[config.mk]
export PLATFORM = sky130hd
export DESIGN_NAME = adder_result_stage
export DESIGN_NICKNAME = d
export VERILOG_FILES = /design/src/rtl/adder_result_stage.sv
export SDC_FILE = /design/constraint.sdc
export NUM_CORES = 1
export LEC_CHECK = 0
export ABC_AREA = 1
export CORE_ASPECT_RATIO = 0.75
export CORE_MARGIN = 5
export CORE_UTILIZATION = 25
export CTS_CLUSTER_DIAMETER = 40
export DETAILED_ROUTE_END_ITERATION = 8
export GPL_ROUTABILITY_DRIVEN = 0
export HOLD_SLACK_MARGIN = 0.08
export SLEW_MARGIN = 30
export SYNTH_ARGS = -nofsm -noshare
export SYNTH_HDL_FRONTEND = slang
export SYNTH_SLANG_ARGS = --single-unit
[constraint.sdc]
create_clock -name clk -period 5.2 [get_ports clk]
set_input_delay 0.52 -clock clk [delete_from_list [all_inputs] [get_ports clk]]
set_output_delay 0.52 -clock clk [all_outputs]
set_load 0.1 [all_outputs]
[src/rtl/adder_result_stage.sv]
// Adder result stage: 2-entry skid buffer with NZCV flag capture and a saturating overflow counter.
// Optional build macro ADDER_RESULT_SAT_EN clamps the result on signed overflow.
module adder_result_stage #(
    parameter int WIDTH = 32,
    parameter int CNT_W = 16
) (
    input  logic             clk,
    input  logic             rst,
    input  logic             in_valid,
    output logic             in_ready,
    input  logic [WIDTH-1:0] sum,
    input  logic             cout,
    input  logic             a_msb,
    input  logic             b_msb,
    output logic             out_valid,
    input  logic             out_ready,
    output logic [WIDTH-1:0] result,
    output logic [3:0]       flags,
    input  logic             cnt_clr,
    output logic [CNT_W-1:0] ovf_count
);

    logic             r_m_valid;
    logic [WIDTH-1:0] r_m_res;
    logic [3:0]       r_m_flags;
    logic             r_s_valid;
    logic [WIDTH-1:0] r_s_res;
    logic [3:0]       r_s_flags;
    logic [CNT_W-1:0] r_ovf_count;

    logic             w_in_fire;
    logic             w_out_fire;
    logic             w_v;
    logic [WIDTH-1:0] w_res;
    logic [3:0]       w_flags;

    assign in_ready   = !r_s_valid;
    assign w_in_fire  = in_valid && !r_s_valid;
    assign w_out_fire = r_m_valid && out_ready;

    // Signed overflow: operands agree in sign but the sum does not.
    assign w_v = (a_msb == b_msb) && (sum[WIDTH-1] != a_msb);

`ifdef ADDER_RESULT_SAT_EN
    localparam logic [WIDTH-1:0] SAT_MAX = {1'b0, {(WIDTH-1){1'b1}}};
    localparam logic [WIDTH-1:0] SAT_MIN = {1'b1, {(WIDTH-1){1'b0}}};

    always_comb begin
        w_res = sum;
        if (w_v) begin
            w_res = a_msb ? SAT_MIN : SAT_MAX;
        end
    end
`else
    assign w_res = sum;
`endif

    assign w_flags = {w_res[WIDTH-1], (w_res == '0), cout, w_v};

    // in_ready is low whenever S is full, so S->M moves never coincide with an accept.
    always_ff @(posedge clk or posedge rst) begin
        if (rst) begin
            r_m_valid <= 1'b0;
            r_m_res   <= '0;
            r_m_flags <= '0;
            r_s_valid <= 1'b0;
            r_s_res   <= '0;
            r_s_flags <= '0;
        end else if (w_out_fire) begin
            if (r_s_valid) begin
                r_m_res   <= r_s_res;
                r_m_flags <= r_s_flags;
                r_s_valid <= 1'b0;
            end else if (w_in_fire) begin
                r_m_res   <= w_res;
                r_m_flags <= w_flags;
            end else begin
                r_m_valid <= 1'b0;
            end
        end else if (w_in_fire) begin
            if (!r_m_valid) begin
                r_m_valid <= 1'b1;
                r_m_res   <= w_res;
                r_m_flags <= w_flags;
            end else begin
                r_s_valid <= 1'b1;
                r_s_res   <= w_res;
                r_s_flags <= w_flags;
            end
        end
    end

    always_ff @(posedge clk or posedge rst) begin
        if (rst) begin
            r_ovf_count <= '0;
        end else if (cnt_clr) begin
            r_ovf_count <= '0;
        end else if (w_in_fire && w_v && (r_ovf_count != '1)) begin
            r_ovf_count <= r_ovf_count + CNT_W'(1);
        end
    end

    assign out_valid = r_m_valid;
    assign result    = r_m_res;
    assign flags     = r_m_flags;
    assign ovf_count = r_ovf_count;

endmodule

## Word level (Yosys, flattened, before mapping)

Cells that the tools add are included.

| cells by class | value |
|---|---|
| magnitude comparators | 0 |
| reduce and logical (&&, ||, !) cells | 15 |
| divide/modulo/power cells | 0 |
| equal/unequal tests | 6 |
| bitwise operators | 1 |
| $add $sub $neg | 1 |
| shift-type cells | 0 |
| mux-type cells | 19 |
| multiply operators | 0 |

Operator list:

| cell | number |
|---|---|
| 2-to-1 mux 32 bit | 5 |
| zero test 32 bit | 1 |
| 2-to-1 mux 16 bit | 2 |
| 2-to-1 mux 4 bit | 5 |
| adder 16 x 1 -> 16 bit (second input constant) | 1 |
| != test 16 bit (second input constant) | 1 |
| AND reduction 3 bit | 3 |
| nonzero test 2 bit | 4 |
| 2-to-1 mux 1 bit | 7 |
| logical AND 1 bit | 5 |
| != test 2 bit (second input constant) | 2 |
| != test 2 x 1 -> 1 bit (second input constant) | 1 |
| AND reduction 2 bit | 1 |
| equality test 1 bit | 1 |
| zero test 1 bit | 1 |
| != test 1 bit | 1 |
| NOT 1 bit | 1 |

| word-level totals | value |
|---|---|
| bits in writable memories | 0 |
| latch bits | 0 |
| bits in registers | 90 |
| ROM bits | 0 |
| bits of input ports | 40 |
| logic and storage cells | 49 |
| output and inout port bits | 54 |
| memories kept | 0 |

## Longest topological paths before layout

Gate-level depths: netlist (run 1).

| logic depth | value |
|---|---|
| depth after elaboration | 6 |
| gate-level depth with buffers | 10 |
| mapped depth without buffers | 9 |

## Least setup slack after synthesis (run 1)

Ideal clock, no wire load.

| timing | value |
|---|---|
| path kind | reg2reg |
| start | register r_ovf_count[1], in the netlist ovf_count[1] |
| end | register r_ovf_count[2], in the netlist ovf_count[2] |
| cell stages (with the launch flop) | 11 |
| arrival time | 2.159 ns |
| setup time | 0.068 ns |
| path slack | 2.973 ns |
| period minus slack after synthesis | 2.227 ns |
| path buffers | 1 |
| data required time | 5.132 ns |
| path through | dfrtp_1 ha_1 nand3_2 inv_2 nand2_4 nor2_4 nor2_4 nor2_8 buf_6 nand2_1 nand2_1 |

| between the ends | value |
|---|---|
| word-level cells in the longest chain between the ends | 3 |
| elaborated cells on any way between the ends | 6 |
| those cells by class | 1 x add/sub; 1 x eq/ne; 2 x mux; 2 x reduce/logical |

RTL lines:

| element | RTL line | RTL |
|---|---|---|
| start: declaration | 29 | `logic [CNT_W-1:0] r_ovf_count;` |
| start signal: assignment | 99 | `r_ovf_count <= r_ovf_count + CNT_W'(1);` |
| adder 16 x 1 -> 16 bit / != test 16 bit (equally long branches) | 99, 98 |  |
| 2-to-1 mux 16 bit / logical AND 1 bit (equally long branches) | 98 | `end else if (w_in_fire && w_v && (r_ovf_count != '1)) begin` |
| 2-to-1 mux 16 bit / nonzero test 2 bit (equally long branches) | - |  |

Several ways; a longest one is shown, not always the timed one. The select of a mux whose other input is x is not followed.
A chain may end at the register's enable or synchronous reset.

## Final worst setup path (run 1)

| timing | value |
|---|---|
| start | input port out_ready |
| end | register r_m_res[26], in the netlist result[26] |

| between the ends | value |
|---|---|
| word-level cells in the longest chain between the ends | 3 |
| elaborated cells on any way between the ends | 5 |
| those cells by class | 1 x eq/ne; 1 x mux; 3 x reduce/logical |

RTL lines:

| element | RTL line | RTL |
|---|---|---|
| start: declaration | 16 | `input logic out_ready,` |
| logical AND 1 bit (*) | 39 | `assign w_out_fire = r_m_valid && out_ready;` |
| != test 2 x 1 -> 1 bit (no line) / nonzero test 2 bit (equally long branches) | - |  |
| AND reduction 3 bit (no line) | - |  |
| end signal: assignment | 71 | `r_m_res <= r_s_res;` |
| end signal: assignment | 75 | `r_m_res <= w_res;` |
| end signal: assignment | 83 | `r_m_res <= w_res;` |
| end: declaration | 24 | `logic [WIDTH-1:0] r_m_res;` |

Mark *: on every way between the ends. The rest lies on a longest branch, timed or not.

==> impl_metrics.csv, run 1 <==
group,metric,value,unit
worst_setup_path,cp-start-kind,"input port",
global_routing,grt-ovfl-total,0,
clock_network,cts_sinks,88,
drt,ant_nets,0,
timing,maxSlewHeadroom,33.86,%
clock_network,cts_buffers,9,
timing,rsz0062_at_grt,"false",
worst_setup_path,worst_path_max_delay_cell,"inv_2",
cells_and_area,final_cell_mix,"nand2_1, clkdlybuf4s50_1, dfrtp_1",
timing,finalSetupViolCount,0,
worst_setup_path,critPathRequiredTime,5.45,ns
synth,syn_area,4277,sq um
timing,skew,0.007780,ns
drt,drt-initial-drc-count,209,
drt,wirelength,11.34,mm
synth,yosysUniqueCellTypes,31,
synth,synth_top_area_share,51.49,%
timing,tns,0,ns
clock_network,clk_pin_slew,0.06,ns
clock_network,clk_latency,0.33,ns
synth,synth.area.mux_share,0,%
hold_path,hold_start,"r_s_flags[1]",
synth,synth_area_leaders,"dfrtp_1, nand2_1, o21ai_0, nor2_1, inv_1",
synth,synth-compound-area-share,13.58,%
global_routing,grt_pass1_vias,3444,
pwr,powerDensity,648.5,nW/um^2
synth,synthCells,536,
global_routing,grt_pass1_wl,18.51,mm
synth,synth_top_area_cell,"dfrtp_1",
cells_and_area,final_common_cell,"nand2_1",
worst_setup_path,r2r_end,"result[26]",
cells_and_area,layout.nets,660,
pwr,ir_drop,0.3576,mV
timing,min_period,2.761,ns
clock_network,cts-resized-gates,0,
worst_setup_path,r2r_start,"r_s_valid",
timing,hold_viol,0,
synth,post_synth_xor_area_fraction,1.229,%
worst_setup_path,worst-endpoint-arrival,3.01,ns
timing,worst_pin_slew,0.9890,ns
worst_setup_path,rrSetupSlack,2.64,ns
floorplan,die_height,123.3,microns
drt,via_per_inst,4.290,
status,status,"finished, final reports clean",
worst_setup_path,cpLargestDelayFamily,"buffers and inverters",
clock_network,clockBufferDepth,2,
run,max-cap-violations,0,
place,io_buffers,93,
worst_setup_path,crit_chain,"clkdlybuf4s50_1, nand2_1, ha_1, nor2_1, nand2_2, inv_2, o21ai_0, o21ai_0",
clock_network,cts_hold_buf,0,
floorplan,num_io_pins,94,
timing,finalCritPeriodShare,53.09,%
synth,synth_top_family_by_area,"simple AND/OR/NAND/NOR gates",
cells_and_area,antenna_cells,0,
drt,wl_per_cell,13.54,microns
cells_and_area,area_growth,32.62,%
floorplan,dieArea,19850,sq um
clock_network,cts_root_buffer,"clkbuf_16",
timing,fmax,362.2,MHz
worst_setup_path,cp-endpoint,"result[26]",
synth,ys_ff_latch,88,
floorplan,row_count,41,
synth,synthAdderAreaFrac,0.5851,%
synth,synth_warnings,0,
worst_setup_path,path_common_cell,"o21ai_0",
global_routing,grt_max_degree,68,
worst_setup_path,critPathCaptureType,"flip-flop",
worst_setup_path,cp.depth,8,
cells_and_area,drive_gt1_share,6.260,%
drt,drc_errors,0,
worst_setup_path,r2r_cells,8,
worst_setup_path,slowest_delay,0.64,ns
clock_network,cts_tree,"built",
place,place_hpwl,7.837,mm
clock_network,post_cts_buffers,0,
clock_network,htree_levels,3,
drt,dr_total_vias,3595,
timing,slew_violations,0,
floorplan,fp.dieW,161.0,microns
pwr,p_leak,2.576,nW
global_routing,grt_use_total,11.72,%
floorplan,fp.coreArea,16830,sq um
worst_setup_path,path_class,"input port to flip-flop",
timing,hold_ws,0.4832,ns
synth,synth-simple-area-share,25.98,%
worst_setup_path,cp.buffers_inverters,2,
synth,synth-seq-area-share,51.49,%
drt,dr.pass1.iters,4,
worst_setup_path,crit_fanout,36,
global_routing,grt_antenna_before_repair,0,
worst_setup_path,startpoint,"out_ready",
synth,synth_fp_nets,578,
synth,avgSynthCellArea,7.979,sq um
hold_path,min_path_type,"flip-flop to flip-flop",
floorplan,initial_core_util,25.42,%
[registers in the layout, indices dropped and copies added (netlist names)]
name	count
r_s_flags	3
r_s_res	32
r_s_valid	1
flags	4
result	31
ovf_count	16
out_valid	1
[metal layers]
layer  part of all wire, %  wire length, microns  GRT usage [%]
met5                     0                     0              0
met4                   1.1                   120          3.090
met3                   4.9                   552          3.232
met2                    42                  4796          17.10
met1                    52                  5875          17.15
[synth_stat cells (all sizes together)]
library cell and n:
nand2 149, nand3 10, o21bai 5, dfrtp 88
clkbuf 7, a21oi 2, xor2 6, o21ai 105
a21boi 1, nor2 81, and2 1, ha 2
inv 45, nand4 13, clkinv 1, or2 3
nor3 1, buf 16
[worst min-delay path by stage]
stage                        end  slack [ns]  cells after the start
finish              r_s_flags[1]        0.48                      2
CTS                 r_s_flags[0]        0.49                      2
global route        r_s_flags[2]        0.50                      2
floorplan            r_s_res[27]        0.44                      2
global placement     r_s_res[27]        0.46                      2
detailed placement  r_s_flags[0]        0.47                      2
[kinds of logic after synthesis]
kind of cell	Yosys count
AO/OA/AOI/OAI	113
adder cells (fa/ha/maj)	2
buffers and inverters	69
flip-flops	88
XOR/XNOR	6
AND/OR/NAND/NOR	258
[through the flow]
stage	area, sq um	total power [W]	worst slack [ns]	std cells	util (%)
5_1_grt	5672	0.003880	2.144	838	33.71
6_report	5672	0.003678	2.439	838	33.71
4_1_cts	5670	0.003725	2.437	838	33.70
3_5_place_dp	5349	0.003010	2.077	822	31.79
2_1_floorplan	4277	0.002546	2.401	536	-
3_3_place_gp	5353	0.002998	1.717	822	31.81
[power breakdown]
group | switching [W] | internal, W
Clock | 0.000271 | 0.000424
Sequential | 0.000161 | 0.000950
Combinational | 0.00145 | 0.000418
[area by class of cell]
class                   count  area, sq um
inverters                  46        176.4
multi-input cells         379         1769
repair buffers             94        933.4
flip-flops and latches     88         2202
well taps                 215        269.0
clock buffers              10        229.0
fillers                  1793        11150
clock inverters             6        92.59
[worst register-to-register path, cell delays in order (launching register included)]
cell,delay [ns]
dfrtp_1,0.42
inv_2,0.11
nand2_2,0.10
ha_1,0.22
nor2_1,0.13
nand2_2,0.45
inv_2,0.66
o21ai_0,0.20
o21ai_0,0.18
Note: power is estimated with default switching activity, not from simulation.
==> run 2: changes to the inputs <==
==> constraint.sdc (replaced) <==
create_clock -name clk -period 2.6 [get_ports clk]
set_input_delay 0.26 -clock clk [delete_from_list [all_inputs] [get_ports clk]]
set_output_delay 0.26 -clock clk [all_outputs]
set_load 0.1 [all_outputs]
==> run 2 against run 1 <==
Against the previous run: total power up 96%; first-iteration DRC count decreased by 16%; register-to-register slack worse by 2.1 ns; via count grew 1.7%; worst setup slack lost 1.9 ns; utilization down 0.66 points; clock skew is 0.0017 ns lower; clock-buffer cell count grew 1; critical path depth fell by 3; critical endpoint is now r_s_res[17]; largest power group unchanged.
==> impl_metrics.csv, run 2 (synthesized netlist as in run 1, its figures left out) <==
group,metric,value,unit
worst_setup_path,path_class,"flip-flop to flip-flop",
place,place_hpwl,7.821,mm
timing,finalSetupViolCount,0,
timing,rsz0062_at_grt,"false",
clock_network,htree_levels,3,
worst_setup_path,critPathCaptureType,"flip-flop",
drt,ant_nets,0,
cells_and_area,area_growth,30.02,%
run,max-cap-violations,0,
floorplan,fp.coreArea,16830,sq um
drt,drc_errors,0,
clock_network,clk_pin_slew,0.07,ns
drt,wirelength,11.41,mm
timing,fmax,492.7,MHz
drt,wl_per_cell,13.55,microns
pwr,ir_drop,0.6849,mV
clock_network,cts-resized-gates,0,
status,status,"finished, final reports clean",
worst_setup_path,rrSetupSlack,0.57,ns
clock_network,cts_tree,"built",
pwr,switching_power,0.003773,W
clock_network,cts_sinks,88,
floorplan,num_io_pins,94,
timing,tns,0,ns
cells_and_area,layout.nets,664,
drt,via_per_inst,4.341,
cells_and_area,final_cell_mix,"nand2_1, dfrtp_1, o21ai_0",
hold_path,min_path_type,"input port to asynchronous set/reset pin",
clock_network,post_cts_buffers,0,
pwr,power,0.007201,W
cells_and_area,n_fill_cell,1807,
pwr,intPower,0.003428,W
global_routing,grt_pass1_vias,3484,
worst_setup_path,crit_fanout,67,
cells_and_area,final_common_cell,"nand2_1",
place,io_buffers,93,
timing,min_period,2.030,ns
clock_network,cts_buffers,9,
global_routing,grt_use_total,11.91,%
timing,finalCritPeriodShare,78.06,%
pwr,powerDensity,1295,nW/um^2
pwr,sw_frac_of_total,52.39,%
timing,slew_violations,0,
pwr,p_leak,2.671,nW
drt,dr.pass1.iters,4,
clock_network,cts_hold_buf,0,
worst_setup_path,worst-endpoint-arrival,2.27,ns
cells_and_area,largest_register_ffs,32,
drt,dr_total_vias,3655,
worst_setup_path,critPathRequiredTime,2.84,ns
cells_and_area,drive_gt1_share,15.15,%
clock_network,clk_latency,0.34,ns
global_routing,grt_pass1_wl,18.66,mm
global_routing,grt-ovfl-total,0,
floorplan,initial_core_util,25.42,%
pwr,seqPwrFrac,30.8,%
global_routing,grt_antenna_before_repair,0,
timing,worst_pin_slew,0.7678,ns
clock_network,cts_root_buffer,"clkbuf_16",
floorplan,dieArea,19850,sq um
timing,skew,0.006039,ns
floorplan,fp.dieW,161.0,microns
cells_and_area,antenna_cells,0,
clock_network,clockBufferDepth,2,
global_routing,grt_max_degree,73,
timing,hold_viol,0,
drt,drt-initial-drc-count,175,
pwr,clkPwrFrac,18.3,%
floorplan,row_count,41,
floorplan,die_height,123.3,microns
timing,maxSlewHeadroom,48.75,%
pwr,pwr-share-comb,50.9,%
worst_setup_path,cp-start-kind,"flip-flop",
cells_and_area,regMostFlops,"r_s_res",
[run 2: layout make-up]
type / instances / area (sq um) / share of cell area, %
clock buffers: 11 / 242.7 / 4.365
clock inverters: 5 / 56.30 / 1.013
inverters: 46 / 175.2 / 3.150
multi-input cells: 379 / 1769 / 31.82
flip-flops and latches: 88 / 2202 / 39.60
well taps: 215 / 269.0 / 4.838
repair buffers: 98 / 845.8 / 15.21
[run 2: per-layer routing]
metal / vias up / routed length, microns / global-route usage [%]
met5: - / 0 / 0
met4: 0 / 135 / 3.516
met3: 8 / 678 / 3.565
met2: 82 / 4732 / 16.94
met1: 1680 / 5859 / 17.46
li1: 1885 / - / -
[run 2: final timing paths]
path	from	to	cells after the start
setup reg to reg	out_valid	r_s_res[17]	5
setup / recovery	out_valid	r_s_res[17]	5
hold reg to reg	r_s_res[27]	r_s_res[27]	2
max in group asynchronous	rst	r_s_valid	3
min in group clk	r_s_res[27]	r_s_res[27]	2
hold / removal	rst	ovf_count[1]	2
[run 2: power by group through the flow]
stage                     combinational, W  sequential (W)  clock, W
after floorplan                   0.000969         0.00412         0
after global placement             0.00369         0.00223         0
after detailed placement           0.00372         0.00223         0
after CTS                          0.00372         0.00222   0.00137
after global routing               0.00391         0.00229   0.00143
final                              0.00367         0.00222   0.00131
[run 2: critical path, cell delays in order, from the launching register on]
cell and delay (ns):
dfrtp_1 0.37, inv_1 0.08, or2_4 0.26, nor2_4 0.15, clkinv_2 0.62, o21ai_0 0.42
[run 2: per-stage QoR]
| step | setup slack [ns] | instance area [sq um] | hold slack [ns] | instances | util (%) |
|---|---|---|---|---|---|
| 3_3_place_gp | 0.4400 | 5260 | 0.4569 | 826 | 31.26 |
| 5_1_grt | 0.2832 | 5560 | 0.2309 | 842 | 33.05 |
| 6_report | 0.5704 | 5560 | 0.2066 | 842 | 33.05 |
| 2_1_floorplan | 0.06145 | 4277 | 0.3766 | 536 | - |
| 4_1_cts | 0.6529 | 5559 | 0.2048 | 842 | 33.04 |
| 3_5_place_dp | 0.3950 | 5260 | 0.4669 | 826 | 31.26 |
==> run 3: changes to the inputs <==
==> constraint.sdc (replaced) <==
create_clock -name clk -period 1.94 [get_ports clk]
set_input_delay 0.194 -clock clk [delete_from_list [all_inputs] [get_ports clk]]
set_output_delay 0.194 -clock clk [all_outputs]
set_load 0.1 [all_outputs]
==> run 3 against run 2 <==
Against the previous run: sequential share of layout area decreased by 0.85 points; critical path depth increased by 4; hold slack improved by 0.035 ns; cell count increased by 1.3%; via count increased by 0.14%; utilization increased by 0.97 points; global-route usage increased by 0.38 points; clock power increased by 40%; sequential cell count unchanged; routed wire length increased by 2.3%; clock skew increased by 0.0021 ns; critical endpoint is now flags[2].
==> impl_metrics.csv, run 3 (synthesized netlist as in run 1, its figures left out) <==
group,metric,value,unit
cells_and_area,seqCellArea,2218,sq um
clock_network,cts_sinks,88,
drt,via_per_inst,4.291,
clock_network,cts_buffers,9,
worst_setup_path,critPathRequiredTime,2.20,ns
run,max-cap-violations,0,
floorplan,die_height,123.3,microns
cells_and_area,n_fill_cell,1786,
drt,ant_nets,0,
global_routing,grt_use_met1,17.80,%
place,dp_cells,837,
worst_setup_path,worst-endpoint-arrival,1.98,ns
drt,wirelength,11.67,mm
drt,drt-initial-drc-count,233,
global_routing,use_met2,18.62,%
pwr,powerDensity,1724,nW/um^2
cells_and_area,final_util,34.02,%
clock_network,cts_root_buffer,"clkbuf_16",
global_routing,grt_max_degree,41,
timing,fmax,583.9,MHz
place,io_buffers,93,
timing,finalCritPeriodShare,88.28,%
global_routing,grt_pass1_vias,3591,
global_routing,grt_use_total,12.30,%
cells_and_area,area_growth,33.85,%
clock_network,post_cts_buffers,0,
worst_setup_path,cp-start-kind,"flip-flop",
floorplan,num_io_pins,94,
global_routing,grt_util_met3,3.032,%
clock_network,cts_tree,"built",
place,place_hpwl,8.468,mm
place,placed_area,5411,sq um
timing,skew,0.008144,ns
timing,maxSlewHeadroom,64.28,%
global_routing,grt-ovfl-total,0,
global_routing,grt.busiest_layer,"met2",
hold_path,min_path_type,"input port to asynchronous set/reset pin",
global_routing,grt_pass1_wl,19.28,mm
floorplan,initial_core_util,25.42,%
clock_network,clk_pin_slew,0.07,ns
timing,worst_pin_slew,0.5346,ns
timing,min_period,1.713,ns
place,preCtsSetupSlack,0.07026,ns
floorplan,fp.dieW,161.0,microns
drt,dr.pass1.iters,4,
timing,fin_ws,0.2274,ns
cells_and_area,antenna_cells,0,
cells_and_area,largest_register_ffs,32,
timing,finalSetupViolCount,0,
global_routing,grt_antenna_before_repair,0,
drt,dr_total_vias,3660,
floorplan,row_count,41,
worst_setup_path,path_class,"flip-flop to flip-flop",
cells_and_area,fin_cells,853,
floorplan,fp.coreArea,16830,sq um
timing,rsz0062_at_grt,"false",
cells_and_area,drive_gt1_share,18.81,%
timing,tns,0,ns
worst_setup_path,crit_fanout,35,
cells_and_area,regMostFlops,"r_s_res",
cells_and_area,layout.nets,675,
clock_network,htree_levels,3,
cells_and_area,final_cell_mix,"nand2_1, o21ai_0, dfrtp_1",
drt,drc_errors,0,
worst_setup_path,critPathCaptureType,"flip-flop",
clock_network,clockBufferDepth,2,
pwr,ir_drop,1.198,mV
clock_network,clk_latency,0.34,ns
clock_network,cts-resized-gates,0,
pwr,p_leak,2.724,nW
drt,wl_per_cell,13.68,microns
clock_network,cts_hold_buf,0,
cells_and_area,multi_input_area,1769,sq um
cells_and_area,final_common_cell,"nand2_1",
cells_and_area,final_area,5724,sq um
timing,slew_violations,0,
floorplan,dieArea,19850,sq um
status,status,"finished, final reports clean",
timing,hold_viol,0,
run 3: worst paths after layout:
| kind | startpoint | depth (start not counted) | endpoint | slack, ns |
|---|---|---|---|---|
| min reg2reg | r_s_res[27] | 2 | r_s_res[27] | 0.48 |
| max reg2reg | r_s_valid | 9 | flags[2] | 0.23 |
| min | rst | 2 | r_s_valid | 0.24 |
| max | r_s_valid | 9 | flags[2] | 0.23 |
| min in group clk | sum[0] | 3 | r_s_res[0] | 0.45 |
| max in group asynchronous | rst | 3 | result[29] | 1.15 |
run 3: area by class of cell:
| type | count | share of cell area, % |
|---|---|---|
| Clock buffer | 9 | 3.934 |
| Inverter | 46 | 3.082 |
| Sequential cell | 88 | 38.75 |
| Timing Repair Buffer | 109 | 17.09 |
| Multi-Input combinational cell | 379 | 30.91 |
| Clock inverter | 7 | 1.530 |
| Tap cell | 215 | 4.699 |
run 3: stage by stage:
stage	total power [W]	hold slack, ns
floorplan	0.006827	0.3106
global placement	0.008077	0.4570
global route	0.01044	0.2791
CTS	0.009997	0.2600
finish	0.009867	0.2418
detailed placement	0.008128	0.4617
run 3: critical path, cell delays in order (launching register included):
cell	delay [ns]
dfrtp_1	0.42
inv_2	0.11
nand2_2	0.07
ha_1	0.20
nor2_1	0.18
nand2_2	0.10
inv_2	0.08
buf_12	0.18
or2_0	0.13
a21boi_0	0.16
run 3: routing by layer:
layer | up-vias | part of all wire [%]
met3 | 8 | 4.2
met1 | 1678 | 51
li1 | 1905 | -
met5 | - | 0
met4 | 0 | 0.88
met2 | 69 | 44
run 3: power by group:
part	internal, W	total, W	switching [W]
clock network	0.00103	0.00183	0.000804
registers	0.00255	0.00297	0.000428
logic	0.00111	0.00506	0.00395
